`config.mk`:
```
export PLATFORM = sky130hd
export DESIGN_NAME = axis_bram_writer
export DESIGN_NICKNAME = d
export VERILOG_FILES = /design/src/rtl/axis_bram_writer.sv
export SDC_FILE = /design/constraint.sdc
export NUM_CORES = 1
export LEC_CHECK = 0
export CORE_MARGIN = 3
export CORE_UTILIZATION = 50
export CTS_CLUSTER_DIAMETER = 80
export DETAILED_ROUTE_END_ITERATION = 6
export PLACE_DENSITY = 0.82
export SYNTH_ARGS = -nofsm -noshare
export SYNTH_HDL_FRONTEND = slang
export SYNTH_SLANG_ARGS = --single-unit
```
`constraint.sdc`:
```
create_clock -name aclk -period 6.7 [get_ports aclk]
set_clock_uncertainty 0.15 [all_clocks]
set_input_delay 0.67 -clock aclk [delete_from_list [all_inputs] [get_ports aclk]]
set_output_delay 0.67 -clock aclk [all_outputs]
set_load 0.005 [all_outputs]
```
`src/rtl/axis_bram_writer.sv`:
```
// -----------------------------------------------------------------------------
// axis_bram_writer
//
// Stores a free-running 32-bit AXI4-Stream into a block-RAM write port, one
// word per address, starting at address 0. Used to load waveform and lookup
// tables from the processor. The upstream stage cannot be stalled, so every
// cycle with s_axis_tvalid high is consumed: the word is written while the
// loader is in LOAD, or discarded and counted while it is not.
//
// Control is a three-state machine (IDLE -> LOAD -> DONE). A rising edge on
// cfg_run starts a pass: the length and mode are captured, the pointer and
// status counters are cleared. In one-shot mode the block stops in DONE after
// cfg_length words; in circular mode it rewrites the same region forever and
// counts completed passes. Dropping cfg_run aborts a load or leaves DONE.
//
// Parameters
//   AXIS_TDATA_WIDTH  stream data width
//   BRAM_DATA_WIDTH   BRAM word width (<= AXIS_TDATA_WIDTH, low bits are kept)
//   BRAM_ADDR_WIDTH   BRAM address width, depth D = 2**BRAM_ADDR_WIDTH
//
// Ports
//   aclk               system clock
//   areset             synchronous, active-high reset
//   cfg_run            level control; rising edge starts, low aborts/idles
//   cfg_length         words per pass, 0..D, captured at start
//   cfg_wrap           1 = circular, 0 = one-shot, captured at start
//   s_axis_tdata       stream data
//   s_axis_tvalid      stream valid (no tready; never back-pressured)
//   bram_porta_clk     BRAM clock, same as aclk
//   bram_porta_rst     BRAM reset, same as areset
//   bram_porta_addr    registered write address
//   bram_porta_wrdata  registered write data
//   bram_porta_we      registered write enable
//   sts_addr           next address to be written
//   sts_done           high while in DONE
//   sts_wraps          completed circular passes, modulo 2**16
//   sts_dropped        words discarded outside LOAD, saturating at 0xFFFF
// -----------------------------------------------------------------------------
module axis_bram_writer #(
  parameter int AXIS_TDATA_WIDTH = 32,
  parameter int BRAM_DATA_WIDTH  = 32,
  parameter int BRAM_ADDR_WIDTH  = 10
) (
  input  logic                         aclk,
  input  logic                         areset,

  input  logic                         cfg_run,
  input  logic [BRAM_ADDR_WIDTH:0]     cfg_length,
  input  logic                         cfg_wrap,

  input  logic [AXIS_TDATA_WIDTH-1:0]  s_axis_tdata,
  input  logic                         s_axis_tvalid,

  output logic                         bram_porta_clk,
  output logic                         bram_porta_rst,
  output logic [BRAM_ADDR_WIDTH-1:0]   bram_porta_addr,
  output logic [BRAM_DATA_WIDTH-1:0]   bram_porta_wrdata,
  output logic                         bram_porta_we,

  output logic [BRAM_ADDR_WIDTH-1:0]   sts_addr,
  output logic                         sts_done,
  output logic [15:0]                  sts_wraps,
  output logic [15:0]                  sts_dropped
);

  localparam int AW = BRAM_ADDR_WIDTH;
  localparam int DW = BRAM_DATA_WIDTH;

  localparam logic [AW-1:0] ADDR_ONE  = AW'(1);
  localparam logic [AW:0]   LEN_ONE   = (AW + 1)'(1);
  localparam logic [AW:0]   LEN_ZERO  = '0;
  localparam logic [15:0]   CNT_ONE   = 16'd1;
  localparam logic [15:0]   CNT_MAX   = 16'hFFFF;

  typedef enum logic [1:0] {
    ST_IDLE = 2'd0,
    ST_LOAD = 2'd1,
    ST_DONE = 2'd2
  } state_t;

  state_t          state;
  state_t          state_next;

  logic            run_q;       // cfg_run from the previous cycle
  logic [AW:0]     len_q;       // pass length captured at start
  logic            wrap_q;      // mode captured at start
  logic [AW-1:0]   ptr;         // next address to write

  logic            start;
  logic            accept;
  logic            last_word;
  logic            drop;

  // The BRAM port shares this block's clock and reset.
  assign bram_porta_clk = aclk;
  assign bram_porta_rst = areset;

  // A start is a rising edge of cfg_run. run_q resets to 0, so a level that
  // is already high when reset is released counts as a start.
  assign start = cfg_run & ~run_q;

  // In LOAD every valid word is written, including the word that arrives in
  // the same cycle cfg_run falls. A start never coincides with LOAD (cfg_run
  // low always leaves LOAD), but the guard keeps start's clear unambiguous.
  assign accept = (state == ST_LOAD) && s_axis_tvalid && !start;

  // The last word of a pass sits at len_q-1. len_q is never 0 in LOAD, and
  // for len_q = D the comparison is against D-1, so full depth needs no
  // special case.
  assign last_word = accept && ({1'b0, ptr} == (len_q - LEN_ONE));

  // Words outside LOAD are discarded; the start cycle clears the counter
  // instead of counting its own word.
  assign drop = (state != ST_LOAD) && s_axis_tvalid && !start;

  // ---------------------------------------------------------------------------
  // State register
  // ---------------------------------------------------------------------------
  // NOTE: clocked state uses non-blocking assignments so every register
  // samples the pre-edge values regardless of process evaluation order.
  always_ff @(posedge aclk) begin
    if (areset) begin
      state <= ST_IDLE;
    end else begin
      state <= state_next;
    end
  end

  // ---------------------------------------------------------------------------
  // Next-state logic
  // ---------------------------------------------------------------------------
  always_comb begin
    // NOTE: default first, so no path through the case leaves state_next
    // unassigned and a latch is never inferred.
    state_next = state;

    if (start) begin
      // A zero-length pass has nothing to write and finishes immediately.
      state_next = (cfg_length == LEN_ZERO) ? ST_DONE : ST_LOAD;
    end else begin
      unique case (state)
        ST_IDLE: begin
          state_next = ST_IDLE;
        end
        ST_LOAD: begin
          // Abort takes priority over reaching the end of a one-shot pass.
          if (!cfg_run) begin
            state_next = ST_IDLE;
          end else if (last_word && !wrap_q) begin
            state_next = ST_DONE;
          end
        end
        ST_DONE: begin
          if (!cfg_run) begin
            state_next = ST_IDLE;
          end
        end
        default: begin
          state_next = ST_IDLE;
        end
      endcase
    end
  end

  // ---------------------------------------------------------------------------
  // Run-edge detector, captured configuration and write pointer
  // ---------------------------------------------------------------------------
  always_ff @(posedge aclk) begin
    if (areset) begin
      run_q  <= 1'b0;
      len_q  <= '0;
      wrap_q <= 1'b0;
      ptr    <= '0;
    end else begin
      run_q <= cfg_run;

      if (start) begin
        len_q  <= cfg_length;
        wrap_q <= cfg_wrap;
        ptr    <= '0;
      end else if (accept) begin
        // The pointer returns to 0 after the last word in either mode; in
        // one-shot mode the held value is then simply not used again.
        ptr <= last_word ? '0 : (ptr + ADDR_ONE);
      end
    end
  end

  // ---------------------------------------------------------------------------
  // BRAM write port: one registered write per accepted word
  // ---------------------------------------------------------------------------
  always_ff @(posedge aclk) begin
    if (areset) begin
      bram_porta_we     <= 1'b0;
      bram_porta_addr   <= '0;
      bram_porta_wrdata <= '0;
    end else begin
      bram_porta_we <= accept;
      if (accept) begin
        bram_porta_addr   <= ptr;
        bram_porta_wrdata <= s_axis_tdata[DW-1:0];
      end
    end
  end

  // ---------------------------------------------------------------------------
  // Status counters
  // ---------------------------------------------------------------------------
  always_ff @(posedge aclk) begin
    if (areset) begin
      sts_wraps   <= '0;
      sts_dropped <= '0;
    end else if (start) begin
      sts_wraps   <= '0;
      sts_dropped <= '0;
    end else begin
      if (last_word && wrap_q) begin
        sts_wraps <= sts_wraps + CNT_ONE;
      end
      if (drop && (sts_dropped != CNT_MAX)) begin
        sts_dropped <= sts_dropped + CNT_ONE;
      end
    end
  end

  assign sts_addr = ptr;
  assign sts_done = (state == ST_DONE);

endmodule

```
==> flow_metrics.env, run 1 <==
export IMPL_outcome="finished clean"
export IMPL_drc_errors=0
export IMPL_grt_setup_unrepaired="no"
export IMPL_final_fill_count=660
export IMPL_clkLatencyLatePin_ps=460
export IMPL_placement_setup_worst_slack_ps=2120
export IMPL_yosysWarningCount=0
export IMPL_commonest_cells_after_routing_fill_and_taps_aside="134 x sky130_fd_sc_hd__clkdlybuf4s50_1, 133 x sky130_fd_sc_hd__nand2_1, 100 x sky130_fd_sc_hd__dfxtp_1"
export IMPL_synthesis_instances=563
export IMPL_n_antenna_cell=0
export IMPL_number_of_gates_resized_after_cts=0
export IMPL_wl_met2_um=5780
export IMPL_critPathKind="clk2out"
export IMPL_postRouteAntennaNets=0
export IMPL_worstHoldPathType="reg2reg"
export IMPL_cp_required_ps=5880
export IMPL_synth_ff_type="sky130_fd_sc_hd__dfxtp_1"
export IMPL_critical_path_peak_fanout=2
export IMPL_routed_top_layer="met4"
export IMPL_post_route_worst_setup_slack_ps=1870
export IMPL_cts_hold_buffers=0
export IMPL_cp_end_kind="output port"
export IMPL_worst_endpoint_arrival_ps=4010
export IMPL_area_growth_syn_to_layout_pct=36.0
export IMPL_synth_area_per_cell_um2=7.96
export IMPL_tritoncts="done"
export IMPL_drv_max_cap_violation_count=0
export IMPL_first_pass_iters=5
export IMPL_ir_drop_uv=125
export IMPL_routedWlPerCell_um=15.2
export IMPL_layout_cells_non_filler=791
export IMPL_grt_pass1_vias=4263
export IMPL_finalMaxSlewViolations=0
export IMPL_timing_max_slew_rel_slack=0.320
export IMPL_grt_antenna_before_repair=0
export IMPL_dpl_cell_count=772
export IMPL_synthesis_nets=615
export IMPL_rows=33
export IMPL_routedLengthMet1_um=5040
export IMPL_design_die_area_um2=10100
export IMPL_globalplace_congestion=0.882
export IMPL_vias=4385
export IMPL_leakagePower_nw=2.09
export IMPL_postSynth_asyncResetShare=0
export IMPL_vias_per_cell=5.54
export IMPL_hold_slack_ps=307
export IMPL_initial_utilization=0.529
export IMPL_global_route_congestion_overflow_total=0
export IMPL_cts_post_setup_buffers_inserted=0
export IMPL_most_frequent_standard_cell_in_the_layout_excluding_fill_and_tap_cells="sky130_fd_sc_hd__clkdlybuf4s50_1"
export IMPL_tightest_slew_ps=1020
export IMPL_setup_violations_final=0
export IMPL_grt_first_pass_wirelength_um=20000
export IMPL_final_setup_tns_ps=0
export IMPL_fp_coreArea_um2=8460
export IMPL_synth_edff_count=0
export IMPL_total_power_mw=1.20
export IMPL_yosys_area_top_type_share=0.447
export IMPL_num_io_pins=136
export IMPL_io_buffers=135
export IMPL_yosysTopAreaCell="sky130_fd_sc_hd__dfxtp_1"
export IMPL_finalHoldViolCount=0
export IMPL_wl_met3_um=917
export IMPL_synth_ff_latch_count=100
export IMPL_ys_seq_area_frac=0.447
export IMPL_ys_top_cells_by_area="sky130_fd_sc_hd__dfxtp_1 45%, sky130_fd_sc_hd__nand2_1 11%, sky130_fd_sc_hd__a21oi_1 7.7%"
export IMPL_die_x_um=101
export IMPL_chipHeight_um=101
export IMPL_share_of_post_route_cells_with_drive_strength_above_1=0.0554
export IMPL_detail_route_wirelength_um=12000
export IMPL_grt_start_max_net_pins=60
export IMPL_synth_cell_area_um2=4480
export IMPL_ys_types=51
export IMPL_worst_setup_hold_path_clk_slew_ps=90
export IMPL_half_perimeter_wire_length_after_detailed_placement_um=8610
export IMPL_start_kind="clock port"
export IMPL_grt_total_usage=0.243
export IMPL_layout_nets=734
export IMPL_starting_drc_count_in_detailed_routing=240
export IMPL_pwr_density_cell_nw_per_um2=198
## critical path, cell delays in order
cell and delay, ps:
sky130_fd_sc_hd__clkbuf_8 110, sky130_fd_sc_hd__clkbuf_8 110, sky130_fd_sc_hd__clkdlybuf4s50_1 430
## logic make-up (layout without fill, tap and decap cells)
logic type,after synthesis,in the layout,synth area share
XOR/XNOR,35,35,0.0684
adder cells (fa/ha/maj),4,4,0.0112
AND/OR/NAND/NOR,273,273,0.287
flip-flops,100,100,0.447
buffers and inverters,45,168,0.0419
AO/OA/AOI/OAI,101,101,0.133
multiplexers,5,5,0.0115
## through the flow
stage               instance area [µm²]  utilization
global placement                   5840        0.689
CTS                                6090        0.719
detailed placement                 5840        0.689
finish                             6090        0.720
floorplan                          4480            -
global route                       6090        0.720
## registers in the layout, summed over array words and instances, names as in the netlist
| name | flops |
|---|---|
| bram_porta_we | 1 |
| sts_wraps | 16 |
| wrap_q | 1 |
| sts_dropped | 16 |
| run_q | 1 |
| bram_porta_wrdata | 32 |
| bram_porta_addr | 10 |
| state | 2 |
| len_q | 11 |
| sts_addr | 10 |
## worst paths after layout
kind | start | endpoint | slack [ps] | depth (start not counted)
setup / recovery | aclk | bram_porta_clk | 1870 | 3
hold / removal | bram_porta_wrdata[9] | bram_porta_wrdata[9] | 310 | 2
setup reg to reg | run_q | sts_wraps[13] | 3050 | 6
hold reg to reg | bram_porta_wrdata[9] | bram_porta_wrdata[9] | 310 | 2
## Yosys cell counts (all sizes together), types with 5 or more instances
library cell / count
xnor2: 10
nor4: 8
xor2: 25
nor2: 40
a31o: 6
nor2b: 8
or3: 11
o21ai: 9
dfxtp: 100
nor3: 9
and2: 5
a21oi: 69
and3: 9
clkbuf: 21
nand2: 133
nand3: 15
nand4: 14
buf: 12
inv: 12
## area by class of cell
class,instances,area (µm²),area share
multi-input combinational,418,2300,0.377
sequential,100,2000,0.329
clock buffer,13,175,0.0287
clock inverter,6,87.6,0.0144
inverter,12,45.0,0.00739
tap,105,131,0.0216
timing repair buffer,137,1360,0.223
## power breakdown
group | leakage, nW | internal (mW) | switching, mW
Sequential | 0.809 | 0.604 | 0.0102
Combinational | 1.15 | 0.0603 | 0.0567
Clock | 0.135 | 0.257 | 0.216
Total | 2.09 | 0.921 | 0.283
## layer usage
metal,up-vias,track usage
met4,0,0.104
met1,2061,0.294
met5,-,0
li1,2158,-
met3,25,0.0858
met2,141,0.391
(Power assumes the default switching activity.)
==> run 2: changes to the inputs <==
Settings changed: CORE_UTILIZATION 50 to 47, PLACE_DENSITY 0.82 to 0.78.
Clock period 6.7 ns to 4.85 ns, I/O delays scaled along.
==> run 2 against run 1 <==
Effect of this change:
- sequential cell count is the same
- hold slack worse by 55 ps
- combinational power grew 38%
- critical path depth is the same
- core utilization down 3.7 points
- non-clock buffer count grew 1
- final cell count up 2.9%
- worst setup slack worse by 740 ps
- first-iteration DRC count fell by 25%
- sequential power is 38% higher
- power increased by 37%
- critical endpoint unchanged
- largest cell class unchanged
- largest power group unchanged
- highest routed layer unchanged
==> flow_metrics.env, run 2 (synthesized netlist as in run 1, its figures left out) <==
export IMPL_outcome="finished clean"
export IMPL_chipHeight_um=104
export IMPL_worstHoldPathType="in2reg"
export IMPL_layout_nets=735
export IMPL_global_route_congestion_overflow_total=0
export IMPL_layout_top_registers="bram_porta_wrdata: 32 flops, sts_dropped: 16 flops, sts_wraps: 16 flops"
export IMPL_grt_first_pass_wirelength_um=19900
export IMPL_fp_coreArea_um2=8980
export IMPL_rows=34
export IMPL_most_frequent_standard_cell_in_the_layout_excluding_fill_and_tap_cells="sky130_fd_sc_hd__clkdlybuf4s50_1"
export IMPL_placed_cell_area_um2=5880
export IMPL_final_fill_count=751
export IMPL_starting_drc_count_in_detailed_routing=180
export IMPL_vias=4363
export IMPL_worst_setup_hold_path_clk_slew_ps=100
export IMPL_share_of_post_route_cells_with_drive_strength_above_1=0.0581
export IMPL_tritoncts="done"
export IMPL_finalMaxSlewViolations=0
export IMPL_placement_setup_worst_slack_ps=1330
export IMPL_timing_max_slew_rel_slack=0.168
export IMPL_area_growth_syn_to_layout_pct=36.8
export IMPL_start_kind="clock port"
export IMPL_pwr_density_cell_nw_per_um2=269
export IMPL_cp_required_ps=4220
export IMPL_setup_violations_final=0
export IMPL_total_power_mw=1.65
export IMPL_io_buffers=135
export IMPL_vias_per_cell=5.36
export IMPL_ir_drop_uv=176
export IMPL_largest_register_ffs=32
export IMPL_half_perimeter_wire_length_after_detailed_placement_um=8900
export IMPL_post_route_worst_setup_slack_ps=1140
export IMPL_num_io_pins=136
export IMPL_postRouteAntennaNets=0
export IMPL_die_x_um=104
export IMPL_grt_setup_unrepaired="no"
export IMPL_design_die_area_um2=10700
export IMPL_grt_start_max_net_pins=52
export IMPL_finalHoldViolCount=0
export IMPL_n_antenna_cell=0
export IMPL_clkLatencyLatePin_ps=480
export IMPL_drc_errors=0
export IMPL_grt_pass1_vias=4192
export IMPL_detail_route_wirelength_um=12100
export IMPL_final_design_area_no_fill_um2=6130
export IMPL_cts_post_setup_buffers_inserted=0
export IMPL_routedWlPerCell_um=14.9
export IMPL_globalplace_congestion=0.875
export IMPL_number_of_gates_resized_after_cts=0
export IMPL_final_setup_tns_ps=0
export IMPL_hold_slack_ps=252
export IMPL_commonest_cells_after_routing_fill_and_taps_aside="134 x sky130_fd_sc_hd__clkdlybuf4s50_1, 133 x sky130_fd_sc_hd__nand2_1, 100 x sky130_fd_sc_hd__dfxtp_1"
export IMPL_grt_total_usage=0.224
export IMPL_critical_path_peak_fanout=2
export IMPL_cp_end_kind="output port"
export IMPL_initial_utilization=0.499
export IMPL_max_flop_register="bram_porta_wrdata"
export IMPL_worst_endpoint_arrival_ps=3080
export IMPL_tightest_slew_ps=1240
export IMPL_critPathKind="clk2out"
export IMPL_cts_hold_buffers=0
export IMPL_grt_antenna_before_repair=0
export IMPL_first_pass_iters=5
export IMPL_leakagePower_nw=2.09
export IMPL_drv_max_cap_violation_count=0
==> run 2: cell count changes in the layout (fill, tap and decap cells not counted), sizes merged <==
cell | previous run | this run
clkinv | 3 | 2
clkinvlp | 0 | 1
buf | 3 | 5
inv | 13 | 14
bufinv | 2 | 1
==> run 2: layout make-up <==
class / instances / area, µm² / area share
clock inverters: 6 / 71.3 / 0.0116
clock buffers: 14 / 189 / 0.0308
well taps: 126 / 158 / 0.0257
flip-flops and latches: 100 / 2000 / 0.327
multi-input cells: 418 / 2300 / 0.375
inverters: 12 / 45.0 / 0.00735
repair buffers: 138 / 1370 / 0.223
==> run 2: worst paths after layout <==
kind | startpoint | to | slack (ps) | cells after the start
worst max-delay path | aclk | bram_porta_clk | 1140 | 3
worst min-delay path | areset | bram_porta_wrdata[14] | 250 | 2
worst min register to register | bram_porta_wrdata[9] | bram_porta_wrdata[9] | 310 | 2
worst max register to register | len_q[0] | sts_wraps[15] | 1400 | 9
==> run 2: worst max-delay path, cell delays in order <==
cell and delay, ps:
sky130_fd_sc_hd__clkbuf_8 110, sky130_fd_sc_hd__clkbuf_8 110, sky130_fd_sc_hd__clkdlybuf4s50_1 430
==> run 2: where the power goes <==
group / total, mW / internal [mW] / switching, mW / leakage, nW
registers: 0.848 / 0.834 / 0.0140 / 0.809
logic: 0.162 / 0.0838 / 0.0780 / 1.16
clock network: 0.638 / 0.324 / 0.314 / 0.130
==> run 2: through the flow <==
stage / utilization / instances
CTS: 0.683 / 814
finish: 0.683 / 814
floorplan: - / 563
global placement: 0.655 / 795
detailed placement: 0.655 / 795
global route: 0.683 / 814
==> run 2: routing by layer <==
layer,global-route usage,wire [µm],vias to the layer above
met5,0,0,-
met4,0.0684,121,0
met3,0.0964,1120,10
met2,0.382,5930,143
met1,0.253,4970,2054
li1,-,-,2156
==> run 3: changes to the inputs <==
Settings changed: CORE_UTILIZATION 47 to 42, PLACE_DENSITY 0.78 to 0.74.
Clock period 4.85 ns to 3.4 ns, I/O delays scaled along.
==> run 3 against run 2 <==
Effect of this change:
- sequential cell count did not move
- count of clock-buffer cells in the layout up 1
- clock power increased by 55%
==> flow_metrics.env, run 3 (synthesized netlist as in run 1, its figures left out) <==
export IMPL_outcome="finished clean"
export IMPL_globalplace_congestion=0.867
export IMPL_half_perimeter_wire_length_after_detailed_placement_um=9040
export IMPL_grt_antenna_before_repair=0
export IMPL_power_sequential_fraction=0.498
export IMPL_grt_start_max_net_pins=58
export IMPL_cts_hold_buffers=0
export IMPL_routedWlPerCell_um=14.8
export IMPL_critPathMostFrequentCell="sky130_fd_sc_hd__or3_1"
export IMPL_area_growth_syn_to_layout_pct=38.6
export IMPL_starting_drc_count_in_detailed_routing=241
export IMPL_detail_route_wirelength_um=12300
export IMPL_cts_post_setup_buffers_inserted=0
export IMPL_most_frequent_standard_cell_in_the_layout_excluding_fill_and_tap_cells="sky130_fd_sc_hd__clkdlybuf4s50_1"
export IMPL_share_of_post_route_cells_with_drive_strength_above_1=0.0663
export IMPL_n_antenna_cell=0
export IMPL_power_report_internal_total_mw=1.86
export IMPL_pwr_density_cell_nw_per_um2=392
export IMPL_commonest_cells_after_routing_fill_and_taps_aside="134 x sky130_fd_sc_hd__clkdlybuf4s50_1, 133 x sky130_fd_sc_hd__nand2_1, 100 x sky130_fd_sc_hd__dfxtp_1"
export IMPL_design_die_area_um2=11900
export IMPL_drv_max_cap_violation_count=0
export IMPL_leakagePower_nw=2.14
export IMPL_reg2reg_depth=7
export IMPL_grt_first_pass_wirelength_um=19800
export IMPL_worst_endpoint_arrival_ps=3270
export IMPL_max_flop_register="bram_porta_wrdata"
export IMPL_grt_setup_unrepaired="no"
export IMPL_ir_drop_uv=311
export IMPL_postRouteAntennaNets=0
export IMPL_worst_path_stages=7
export IMPL_num_io_pins=136
export IMPL_io_buffers=135
export IMPL_start_kind="register"
export IMPL_die_x_um=109
export IMPL_comb_power_share=0.097
export IMPL_worst_setup_hold_path_clk_slew_ps=90
export IMPL_drc_errors=0
export IMPL_clkLatencyLatePin_ps=470
export IMPL_layout_nets=741
export IMPL_largest_register_ffs=32
export IMPL_initial_utilization=0.432
export IMPL_critical_path_peak_fanout=9
export IMPL_grt_pass1_vias=4076
export IMPL_power_switching_uw=569
export IMPL_vias_per_cell=5.16
export IMPL_clkPwrFrac=0.406
export IMPL_timing_max_slew_rel_slack=0.405
export IMPL_post_route_worst_setup_slack_ps=310
export IMPL_number_of_gates_resized_after_cts=0
export IMPL_finalMaxSlewViolations=0
export IMPL_crit_buf_inv=0
export IMPL_fp_coreArea_um2=10400
export IMPL_crit_start="len_q[2]"
export IMPL_vias=4286
export IMPL_cp_slowest_cell="sky130_fd_sc_hd__nor4_1"
export IMPL_cp_end_kind="register"
export IMPL_tritoncts="done"
export IMPL_final_fill_count=963
export IMPL_rr_endpoint="sts_wraps[9]"
export IMPL_rows=37
export IMPL_r2r_setup_slack_ps=310
export IMPL_cp_required_ps=3580
export IMPL_chipHeight_um=109
export IMPL_first_pass_iters=4
export IMPL_final_setup_tns_ps=0
export IMPL_setup_violations_final=0
export IMPL_placement_setup_worst_slack_ps=329
export IMPL_timing_critical_path_cells="nor4_1 > o2bb2ai_1 > o2111ai_1 > or3_1 > or3_1 > o41ai_1 > a21oi_1"
export IMPL_post_route_min_period_ps=3090
export IMPL_switching_share=0.234
export IMPL_achievable_frequency_mhz=324
export IMPL_grt_total_usage=0.212
export IMPL_global_route_congestion_overflow_total=0
export IMPL_final_period_utilization=0.909
export IMPL_finalHoldViolCount=0
export IMPL_crit_path_end="sts_wraps[9]"
export IMPL_worstHoldPathType="in2reg"
export IMPL_critical_path_top_delay_family="simple AND/OR/NAND/NOR gates"
export IMPL_layout_top_registers="bram_porta_wrdata: 32 flops, sts_dropped: 16 flops, sts_wraps: 16 flops"
export IMPL_cpPeakStageDelay_ps=640
export IMPL_critPathKind="reg2reg"
export IMPL_worstReg2RegStart="len_q[2]"
export IMPL_tightest_slew_ps=884
## run 3: changes by cell type in the layout (fill, tap and decap cells not counted)
cell,change
sky130_fd_sc_hd__bufinv_16,+1
sky130_fd_sc_hd__clkbuf_8,+1
sky130_fd_sc_hd__clkinv_4,-1
sky130_fd_sc_hd__inv_8,-1
sky130_fd_sc_hd__buf_4,+6
## run 3: layer usage
metal  global-route usage  up-vias  routed length [µm]
met5                    0        -                   0
li1                     -     2171                   -
met2                0.365      109                6180
met4               0.0588        0                 131
met3               0.0770        9                 750
met1                0.249     1997                5240
## run 3: power by group through the flow
| stage | Clock [mW] | Combinational, mW | Sequential, mW |
|---|---|---|---|
| 5_1_grt | 1.07 | 0.260 | 1.21 |
| 2_1_floorplan | 0.0191 | 0.131 | 1.23 |
| 4_1_cts | 1.01 | 0.237 | 1.21 |
| 6_report | 0.987 | 0.235 | 1.21 |
| 3_5_place_dp | 0.0248 | 0.236 | 1.24 |
| 3_3_place_gp | 0.0248 | 0.232 | 1.24 |
## run 3: area by class of cell
class | instances | area, µm² | share of cell area
Sequential cell | 100 | 2000 | 0.322
Inverter | 12 | 45.0 | 0.00726
Multi-Input combinational cell | 418 | 2300 | 0.370
Tap cell | 136 | 170 | 0.0274
Clock buffer | 15 | 203 | 0.0326
Clock inverter | 5 | 81.3 | 0.0131
Timing Repair Buffer | 144 | 1410 | 0.227
## run 3: how the worst min path moves through the flow
stage                                startpoint               endpoint  cells past startpoint
final                          s_axis_tdata[19]  bram_porta_wrdata[19]                      3
after CTS                      s_axis_tdata[24]  bram_porta_wrdata[24]                      3
after global routing           s_axis_tdata[14]  bram_porta_wrdata[14]                      3
after global placement    bram_porta_wrdata[28]  bram_porta_wrdata[28]                      2
after floorplan                            aclk         bram_porta_clk                      1
after detailed placement   bram_porta_wrdata[5]   bram_porta_wrdata[5]                      2
## run 3: per-stage QoR
step	power (mW)	hold slack [ps]	instances	utilization	instance area (µm²)
3_5_place_dp	1.50	296	811	0.572	5930
3_3_place_gp	1.49	291	811	0.572	5930
4_1_cts	2.46	248	830	0.599	6210
5_1_grt	2.55	251	830	0.599	6210
6_report	2.43	263	830	0.599	6210
2_1_floorplan	1.38	271	563	-	4480
## run 3: worst min-delay path, cell delays in order
cell and delay [ps]:
sky130_fd_sc_hd__clkdlybuf4s50_1 390, sky130_fd_sc_hd__nand2_1 50, sky130_fd_sc_hd__a21oi_1 50
